`src/rtl/arduino_pixel_writer_if.sv`:
```
`default_nettype none
// +--------------------------------------------------------------------------+
// | arduino_pixel_writer_if : framebuffer write-port bundle (addr/data/we)   |
// | Revision: 1.0                                                            |
// +--------------------------------------------------------------------------+
interface arduino_pixel_writer_if;
  logic [11:0] mem_addr;
  logic [5:0]  mem_data;
  logic        mem_we;

  modport master (output mem_addr, output mem_data, output mem_we);
  modport slave  (input  mem_addr, input  mem_data, input  mem_we);
endinterface
`default_nettype wire

```
`src/rtl/arduino_pixel_writer.sv`:
```
`default_nettype none
// +--------------------------------------------------------------------------+
// | arduino_pixel_writer : strobed-byte command decoder, pixel FIFO and fill |
// | engine committing framebuffer writes only during blanking.               |
// | Revision: 1.0                                                            |
// +--------------------------------------------------------------------------+
module arduino_pixel_writer #(
  parameter int FIFO_DEPTH = 4,
  parameter int FB_W       = 64,
  parameter int FB_H       = 48
) (
  input  wire logic              clk,
  input  wire logic              rst,
  input  wire logic              strobe_in,
  input  wire logic [7:0]        data_in,
  input  wire logic              active,
  arduino_pixel_writer_if.master fb,
  output logic                   ready,
  output logic                   overflow
);

  localparam int             c_PW    = $clog2(FIFO_DEPTH);
  localparam logic [c_PW:0]  c_PONE  = 1;
  localparam logic [11:0]    c_LAST  = 12'(FB_W * FB_H - 1);
  localparam logic [5:0]     c_XMAX  = 6'(FB_W - 1);
  localparam logic [5:0]     c_YMAX  = 6'(FB_H - 1);
  localparam logic [0:0]     c_IDLE  = 1'b0;
  localparam logic [0:0]     c_FILL  = 1'b1;

  logic        r_meta, r_sync, r_prev;
  logic        w_take, w_pix, w_setx, w_sety, w_fillcmd;
  logic [5:0]  r_x, r_y;
  logic [11:0] w_cur_addr;

  logic [17:0]   r_fifo [FIFO_DEPTH];
  logic [c_PW:0] r_wp, r_rp;
  logic          w_empty, w_full, w_push, w_pop;
  logic [17:0]   w_head;

  logic [0:0]  r_state, w_state_nx;
  logic [11:0] r_fill_addr;
  logic [5:0]  r_fill_color;
  logic        r_fill_pending;
  logic        r_overflow;
  logic        w_we;

  // Two-stage synchronizer plus a delayed copy for rising-edge detection.
  always_ff @(posedge clk or posedge rst) begin
    if (rst) begin
      r_meta <= 1'b0;
      r_sync <= 1'b0;
      r_prev <= 1'b0;
    end else begin
      r_meta <= strobe_in;
      r_sync <= r_meta;
      r_prev <= r_sync;
    end
  end

  assign w_take     = r_sync & ~r_prev;
  assign w_pix      = w_take & (data_in[7:6] == 2'b00);
  assign w_setx     = w_take & (data_in[7:6] == 2'b01);
  assign w_sety     = w_take & (data_in[7:6] == 2'b10);
  assign w_fillcmd  = w_take & (data_in[7:6] == 2'b11);
  assign w_cur_addr = 12'(r_y) * 12'(FB_W) + 12'(r_x);

  always_ff @(posedge clk or posedge rst) begin
    if (rst) begin
      r_x <= 6'd0;
      r_y <= 6'd0;
    end else if (w_pix) begin
      // Dropped pixels still advance the cursor.
      if (r_x == c_XMAX) begin
        r_x <= 6'd0;
        r_y <= (r_y == c_YMAX) ? 6'd0 : r_y + 6'd1;
      end else begin
        r_x <= r_x + 6'd1;
      end
    end else if (w_setx) begin
      r_x <= data_in[5:0];
    end else if (w_sety && (int'(data_in[5:0]) < FB_H)) begin
      r_y <= data_in[5:0];
    end
  end

  assign w_empty = (r_wp == r_rp);
  assign w_full  = (r_wp[c_PW] != r_rp[c_PW]) && (r_wp[c_PW-1:0] == r_rp[c_PW-1:0]);
  assign w_pop   = w_we & (r_state == c_IDLE);
  assign w_push  = w_pix & (~w_full | w_pop);
  assign w_head  = r_fifo[r_rp[c_PW-1:0]];

  always_ff @(posedge clk) begin
    if (w_push) r_fifo[r_wp[c_PW-1:0]] <= {w_cur_addr, data_in[5:0]};
  end

  always_ff @(posedge clk or posedge rst) begin
    if (rst) begin
      r_wp       <= '0;
      r_rp       <= '0;
      r_overflow <= 1'b0;
    end else begin
      if (w_push) r_wp <= r_wp + c_PONE;
      if (w_pop)  r_rp <= r_rp + c_PONE;
      if (w_pix && w_full && !w_pop) r_overflow <= 1'b1;
    end
  end

  // FSM: state register
  always_ff @(posedge clk or posedge rst) begin
    if (rst) r_state <= c_IDLE;
    else     r_state <= w_state_nx;
  end

  // FSM: next state; a fresh FILL command on the final write keeps filling.
  always_comb begin
    w_state_nx = r_state;
    case (r_state)
      c_IDLE:  if (r_fill_pending && w_empty) w_state_nx = c_FILL;
      c_FILL:  if (w_we && (r_fill_addr == c_LAST) && !w_fillcmd) w_state_nx = c_IDLE;
      default: w_state_nx = c_IDLE;
    endcase
  end

  // FSM: outputs
  always_comb begin
    w_we        = ~active & ((r_state == c_FILL) | ~w_empty);
    fb.mem_we   = w_we;
    fb.mem_addr = 12'd0;
    fb.mem_data = 6'd0;
    if (r_state == c_FILL) begin
      fb.mem_addr = r_fill_addr;
      fb.mem_data = r_fill_color;
    end else if (!w_empty) begin
      fb.mem_addr = w_head[17:6];
      fb.mem_data = w_head[5:0];
    end
    ready    = ~w_full & ~r_fill_pending & (r_state != c_FILL);
    overflow = r_overflow;
  end

  always_ff @(posedge clk or posedge rst) begin
    if (rst) begin
      r_fill_addr    <= 12'd0;
      r_fill_color   <= 6'd0;
      r_fill_pending <= 1'b0;
    end else begin
      if (w_fillcmd) begin
        r_fill_color   <= data_in[5:0];
        r_fill_pending <= 1'b1;
        r_fill_addr    <= 12'd0;
      end else begin
        if (r_state == c_FILL && w_state_nx == c_IDLE) r_fill_pending <= 1'b0;
        if (r_state == c_IDLE && w_state_nx == c_FILL) r_fill_addr <= 12'd0;
        else if (r_state == c_FILL && w_we)             r_fill_addr <= r_fill_addr + 12'd1;
      end
    end
  end

endmodule
`default_nettype wire

```
`src/flat_wrapper.sv`:
```
// flat-port wrapper written by rule: the top's interface ports become plain ports
module arduino_pixel_writer_flat 
#(
  parameter int FIFO_DEPTH = 4,
  parameter int FB_W       = 64,
  parameter int FB_H       = 48
)
  (clk, rst, strobe_in, data_in, active, ready, overflow, fb_mem_addr, fb_mem_data, fb_mem_we);
  arduino_pixel_writer_if fb_i ();
  input  wire logic clk;
  input  wire logic rst;
  input  wire logic strobe_in;
  input  wire logic [7:0] data_in;
  input  wire logic active;
  output logic ready;
  output logic overflow;
  output wire logic [$bits(fb_i.mem_addr)-1:0] fb_mem_addr;
  output wire logic [$bits(fb_i.mem_data)-1:0] fb_mem_data;
  output wire logic [$bits(fb_i.mem_we)-1:0] fb_mem_we;
  assign fb_mem_addr = fb_i.mem_addr;
  assign fb_mem_data = fb_i.mem_data;
  assign fb_mem_we = fb_i.mem_we;
  arduino_pixel_writer #(.FIFO_DEPTH(FIFO_DEPTH), .FB_W(FB_W), .FB_H(FB_H)) u_core (.clk(clk), .rst(rst), .strobe_in(strobe_in), .data_in(data_in), .active(active), .fb(fb_i), .ready(ready), .overflow(overflow));
endmodule
```
`config.mk`:
```
export PLATFORM = sky130hd
export DESIGN_NAME = arduino_pixel_writer_flat
export DESIGN_NICKNAME = d
export VERILOG_FILES = /design/src/rtl/arduino_pixel_writer_if.sv /design/src/rtl/arduino_pixel_writer.sv /design/src/flat_wrapper.sv
export SDC_FILE = /design/constraint.sdc
export NUM_CORES = 1
export LEC_CHECK = 0
export ABC_AREA = 1
export ABC_CLOCK_PERIOD_IN_PS = 7100
export CAP_MARGIN = 30
export CORE_MARGIN = 5
export CORE_UTILIZATION = 50
export DETAILED_ROUTE_END_ITERATION = 10
export GPL_TIMING_DRIVEN = 0
export PLACE_DENSITY = 0.69
export SKIP_CTS_REPAIR_TIMING = 1
export SKIP_LAST_GASP = 1
export SLEW_MARGIN = 20
export SYNTH_ARGS = -nofsm -noshare
export SYNTH_HDL_FRONTEND = slang
export SYNTH_SLANG_ARGS = --single-unit
```
`constraint.sdc`:
```
create_clock -name clk -period 7.1 [get_ports clk]
set_input_delay 0.71 -clock clk [delete_from_list [all_inputs] [get_ports clk]]
set_output_delay 0.71 -clock clk [all_outputs]
set_load 0.005 [all_outputs]
```
# Word-level counts from Yosys, hierarchy flattened
# Memory sizes are Yosys's and may differ from the RTL's.
# Cells that the tools add are included.
[op_classes]
addsub = 6
magnitude_cmp = 1
eq_ne = 11
mux = 22
bitwise = 19
reduce_logical = 18
[op_table]
columns = ["cell", "n"]
rows = [
  ["$mux W12", 5],
  ["$mux W6", 10],
  ["$add A12 B1 Y12 const B", 1],
  ["$add A12 B6 Y12", 1],
  ["$add A6 B1 Y6 const B", 2],
  ["$eq A12 B12 Y1 const B", 1],
  ["$eq A6 B6 Y1 const B", 2],
  ["$and A1 B1 Y1", 10],
  ["$logic_and A1 B1 Y1", 10],
  ["$not A1 Y1", 7],
  ["$add A3 B1 Y3 const B", 2],
  ["$lt A6 B6 Y1 const B", 1],
  ["$mux W1", 6],
  ["$reduce_bool A2 Y1", 3],
  ["$eq A2 B2 Y1 const B", 2],
  ["$eq A3 B3 Y1", 1],
  ["$reduce_and A3 Y1", 1],
  ["$reduce_bool A3 Y1", 1],
  ["$eq A2 B1 Y1 const B", 1],
  ["$eq A2 B2 Y1", 1],
  ["$logic_not A1 Y1", 2],
  ["$logic_not A2 Y1", 1],
  ["$ne A2 B1 Y1 const B", 1],
  ["$ne A2 B2 Y1 const B", 1],
  ["other kinds (3)", 4],
]
[word_totals]
register_bits = 42
ramBits = 72
input_bits = 12
out_inout_bits = 21
wordCells = 90
n_memories = 1
[memory_table]
columns = ["name", "depth", "word_bits", "rd", "rd_clocked_by_memory_dff", "wr", "line", "text"]
rows = [
  ["u_core.r_fifo", 4, 18, 1, 0, 1, "arduino_pixel_writer.sv:35", "logic [17:0] r_fifo [FIFO_DEPTH];"],
]

# Logic depth before layout (Yosys ltp)
[depth]
ltp_word = 12
mapped_depth = 10

# Worst setup path before layout
# No wires, ideal clock.
[synth_path]
path_type = "input to register"
startpoint = "input port data_in[7]"
endpoint = "memory u_core.r_fifo[0][0], enable pin"
setup_time_ns = 0.393
t_arrival_ns = 2.069
required_time_ns = 6.707
slack_ns = 4.638
stages = 6
path_buffers = 1
path_cell_list = "inv_1 > nand2_2 > nor2_4 > buf_4 > nand2_2 > nor2_1"
[synth_via]
elab_chain_len = 5
[synth_rtl]
columns = ["element", "line", "text"]
rows = [
  ["start: declaration", "flat_wrapper.sv:13", "input wire logic [7:0] data_in;"],
  ["$logic_not A2 Y1", "arduino_pixel_writer.sv:61", "assign w_pix = w_take & (data_in[7:6] == 2'b00);"],
  ["$and A1 B1 Y1", "arduino_pixel_writer.sv:61", ""],
  ["$and A1 B1 Y1", "arduino_pixel_writer.sv:89", "assign w_push = w_pix & (~w_full | w_pop);"],
  ["$mux W1", "arduino_pixel_writer.sv:93", "if (w_push) r_fifo[r_wp[c_PW-1:0]] <= {w_cur_addr, data_in[5:0]};"],
  ["$mux W1 (implied by the code)", "arduino_pixel_writer.sv:93", ""],
  ["end: declaration", "arduino_pixel_writer.sv:35", ""],
]
# Every way passes these cells.

# Worst setup path after layout
[layout_path]
startpoint = "register u_core.r_rp[1]"
endpoint = "output port fb_mem_addr[11]"
[layout_via]
elab_chain_len = 3
word_cells_on_any_way = 4
[layout_rtl]
columns = ["element", "line", "text"]
rows = [
  ["start: declaration", "arduino_pixel_writer.sv:36", "logic [c_PW:0] r_wp, r_rp;"],
  ["start signal: assignment", "arduino_pixel_writer.sv:103", "if (w_pop) r_rp <= r_rp + c_PONE;"],
  ["$mem_v2 Z4 W18 or $eq A3 B3 Y1 (tied branches)", "n/a", ""],
  ["$mux W12 (*)", "arduino_pixel_writer.sv:133", "end else if (!w_empty) begin"],
  ["$mux W12 (*)", "arduino_pixel_writer.sv:130", "if (r_state == c_FILL) begin"],
  ["end: declaration", "flat_wrapper.sv:17", "output wire logic [$bits(fb_i.mem_addr)-1:0] fb_mem_addr;"],
]
# Every way passes the cells marked *; elsewhere a longest branch is shown, timed or not.

==> summary.md <==
| Metric | Value |
|---|---|
| DRT Wirelength | `12,200 um` |
| Final period util | `46.1%` |
| Peak VDD IR | `0.000179 V` |
| Critical path endpoint category | `output pin` |
| Die Area | `12,700 um^2` |
| Initial DRC Count | `252` |
| DR vias | `3,918` |
| Hold Crit Depth | `0` |
| Worst EP arrival | `2.56 ns` |
| Post-synth EDFFs | `72` |
| Post-route clock skew | `0.0133 ns` |
| Average size of a mapped cell | `9.85 um^2` |
| First-pass GRT wire length | `20,200 um` |
| Largest net degree at the start of global routing | `29` |
| Max Clk Rate | `306 MHz` |
| Die X | `113 um` |
| Detailed-route wire length per cell | `16.5 um` |
| Setup TNS | `0 ns` |
| Pleak | `0.00266 uW` |
| FILL cells | `857` |
| Worst-path clk slew | `0.05 ns` |
| Number of clock sinks | `114` |
| Syn Inst Count | `534` |
| Tot GR Track Use | `20.6%` |
| Initial DRT Pass Iterations | `5` |
| Hold Crit Start | `u_core.r_meta` |
| GPL Wtd Cong | `0.877` |
| Main synth FF type | `edfxtp_1` |
| Worst-Skew Late Latency | `0.52 ns` |
| NumNets Final | `610` |
| Initial core utilization | `51.2%` |
| Reg-to-reg endpoint | `u_core.r_fifo[1][6]` |
| Seq/Total Area, Yosys | `61.1%` |
| Critical Path Fanout Max | `10` |
| Worst hold path class | `reg2reg` |
| Endpoints failing hold | `0` |
| PwrDens | `289 nW/um^2` |
| Residual DRC | `0` |
| Rows | `37` |
| Initial antenna violation count | `0` |
| Worst setup path start | `u_core.r_rp[1]` |
| Critical-path cell list | `buf_2 > nand2_1 > nand2_1 > nor2_4 > nand2_2 > nand2_2 > buf_4 > o22ai_1 > clkdlybuf4s50_1` |
| Crit Reg-Reg Startpoint | `u_core.r_prev` |
| Worst path slowest cell | `clkdlybuf4s50_1` |
| Final core occ | `62.4%` |
| Syn-to-layout area delta | `21.9%` |
| TritonCTS clock tree | `built` |
| Ys async rst share | `36.8%` |
| Setup crit start kind | `register` |
| CP required | `6.39 ns` |
| Maxcap violations | `0` |
| Crit-path max cell delay | `0.47 ns` |
| Final ANT Viol Nets | `0` |
| Post-Syn Nets | `554` |
| Clock Tree Buf Depth | `2` |
| Synth top area cells | `edfxtp_1, dfrtp_1, nand2_1` |
| Synthesized area | `5260 um^2` |
| Vias in the first global route | `4,042` |
| DP HPWL | `8450 um` |
| Die height | `113 um` |
| Tmin final | `3.27 ns` |
| I/O Buffers | `32` |
| Fin Hold WS | `0.352 ns` |
| WS Path Type | `reg2out` |
| Num CTS Buffers | `17` |
| Max-slew violations | `0` |
| Htree depth | `4` |
| Synth warnings | `0` |
| Leading cell types in the layout, fill and taps excluded | `nand2_1, edfxtp_1, nor2_1` |
| Vias per inst | `5.30` |
| Synth top area share | `41.1%` |
| Worst slew pin tran | `0.595 ns` |
| Unrepaired setup endpoints after global routing | `no` |
| WHS Endpoint | `u_core.r_sync` |
| Synthesized flop and latch total | `114` |
| Core area | `10,300 um^2` |
| Worst r2r path cells | `7` |
| Synth area leader | `edfxtp_1` |
| Setup violators final | `0` |
| I/O pin cnt | `33` |
| Result of the run | `finished, final reports clean` |
| Share of cells above drive strength 1 | `12.3%` |
| Diode count | `0` |
| Commonest non-fill, non-tap cell in the layout | `nand2_1` |
| Synth cell types | `38` |
| Setup slack, reg-to-reg | `4.85 ns` |
| Rel. slew slack | `60.4%` |
| Gr ovfl total | `0` |
| Root Driver | `clkbuf_8` |
==> Yosys cell counts, types with 4 or more instances <==
| library cell | number |
|---|---|
| inv_2 | 4 |
| nand4_1 | 9 |
| nand3_1 | 42 |
| nand2_1 | 148 |
| o21ai_0 | 33 |
| o22ai_1 | 11 |
| xor2_1 | 10 |
| ha_1 | 8 |
| a21oi_1 | 5 |
| edfxtp_1 | 72 |
| nand2_2 | 6 |
| nor2_1 | 51 |
| o22a_1 | 8 |
| dfrtp_1 | 42 |
| buf_2 | 12 |
| inv_1 | 40 |
==> through the flow <==
stage	power, uW	std cells	cell area (um^2)	setup WS (ns)
2_1_floorplan	945	534	5260	4.64
3_3_place_gp	1030	702	5750	3.40
3_5_place_dp	1040	707	5840	4.18
4_1_cts	1860	739	6410	3.79
5_1_grt	1930	739	6410	3.65
6_report	1850	739	6410	3.83
==> per-layer routing <==
layer,share of wire [%],track usage (%),vias up
met3,5.3,5.82,20
li1,-,-,1916
met5,0,0,-
met1,43,25.7,1873
met4,2.0,8.97,0
met2,49,33.5,109
==> worst max-delay path, delay by kind of cell (launching register included) <==
family	cells	cell delay, ns
AND/OR/NAND/NOR	5	0.66
AO/OA/AOI/OAI	1	0.10
buffers and inverters	3	0.89
flip-flops	1	0.39
==> cell type report <==
cell class | instances | area (um^2) | area share [%]
sequential | 114 | 3210 | 50.1
multi-input combinational | 358 | 1800 | 28.1
clock buffer | 21 | 439 | 6.85
timing repair buffer | 37 | 397 | 6.18
tap | 136 | 170 | 2.65
inverter | 44 | 165 | 2.58
clock inverter | 11 | 136 | 2.13
buffer | 18 | 90.1 | 1.40
==> cell families after synthesis <==
group / Yosys count / share of synthesized area [%]
xor gates and xnor gates: 13 / 2.16
muxes: 2 / 0.428
AOI/OAI and AO/OA: 67 / 7.68
and+or+nand+nor: 268 / 21.9
DFF: 114 / 61.1
buffers and inverters: 62 / 4.85
adders and majority gates: 8 / 1.90
==> report_power, final <==
group / leakage (uW) / total, uW / switching, uW / internal, uW
sequential: 0.00117 / 824 / 54.7 / 769
clock: 0.000275 / 822 / 283 / 539
combinational: 0.00122 / 206 / 109 / 97.1
total: 0.00266 / 1850 / 447 / 1410
==> registers in the layout, indices dropped and copies added, names as in the netlist <==
register and count:
u_core.r_prev 1, u_core.r_x 6, u_core.overflow 1, u_core.r_state 1, u_core.r_fifo 72, u_core.r_fill_color 6, u_core.r_rp 3, u_core.r_sync 1
u_core.r_y 6, u_core.r_fill_pending 1, u_core.r_wp 3, u_core.r_fill_addr 12, u_core.r_meta 1
==> how the worst max path moves through the flow <==
stage	endpoint	slack, ns	cells past startpoint
global route	fb_mem_addr[11]	3.65	9
floorplan	u_core.r_fifo[0][0]	4.64	6
global placement	u_core.r_fifo[3][15]	3.40	7
finish	fb_mem_addr[11]	3.83	9
CTS	fb_mem_addr[11]	3.79	9
detailed placement	u_core.r_fifo[1][15]	4.18	8
No activity file was read; power rests on OpenSTA's default activity.
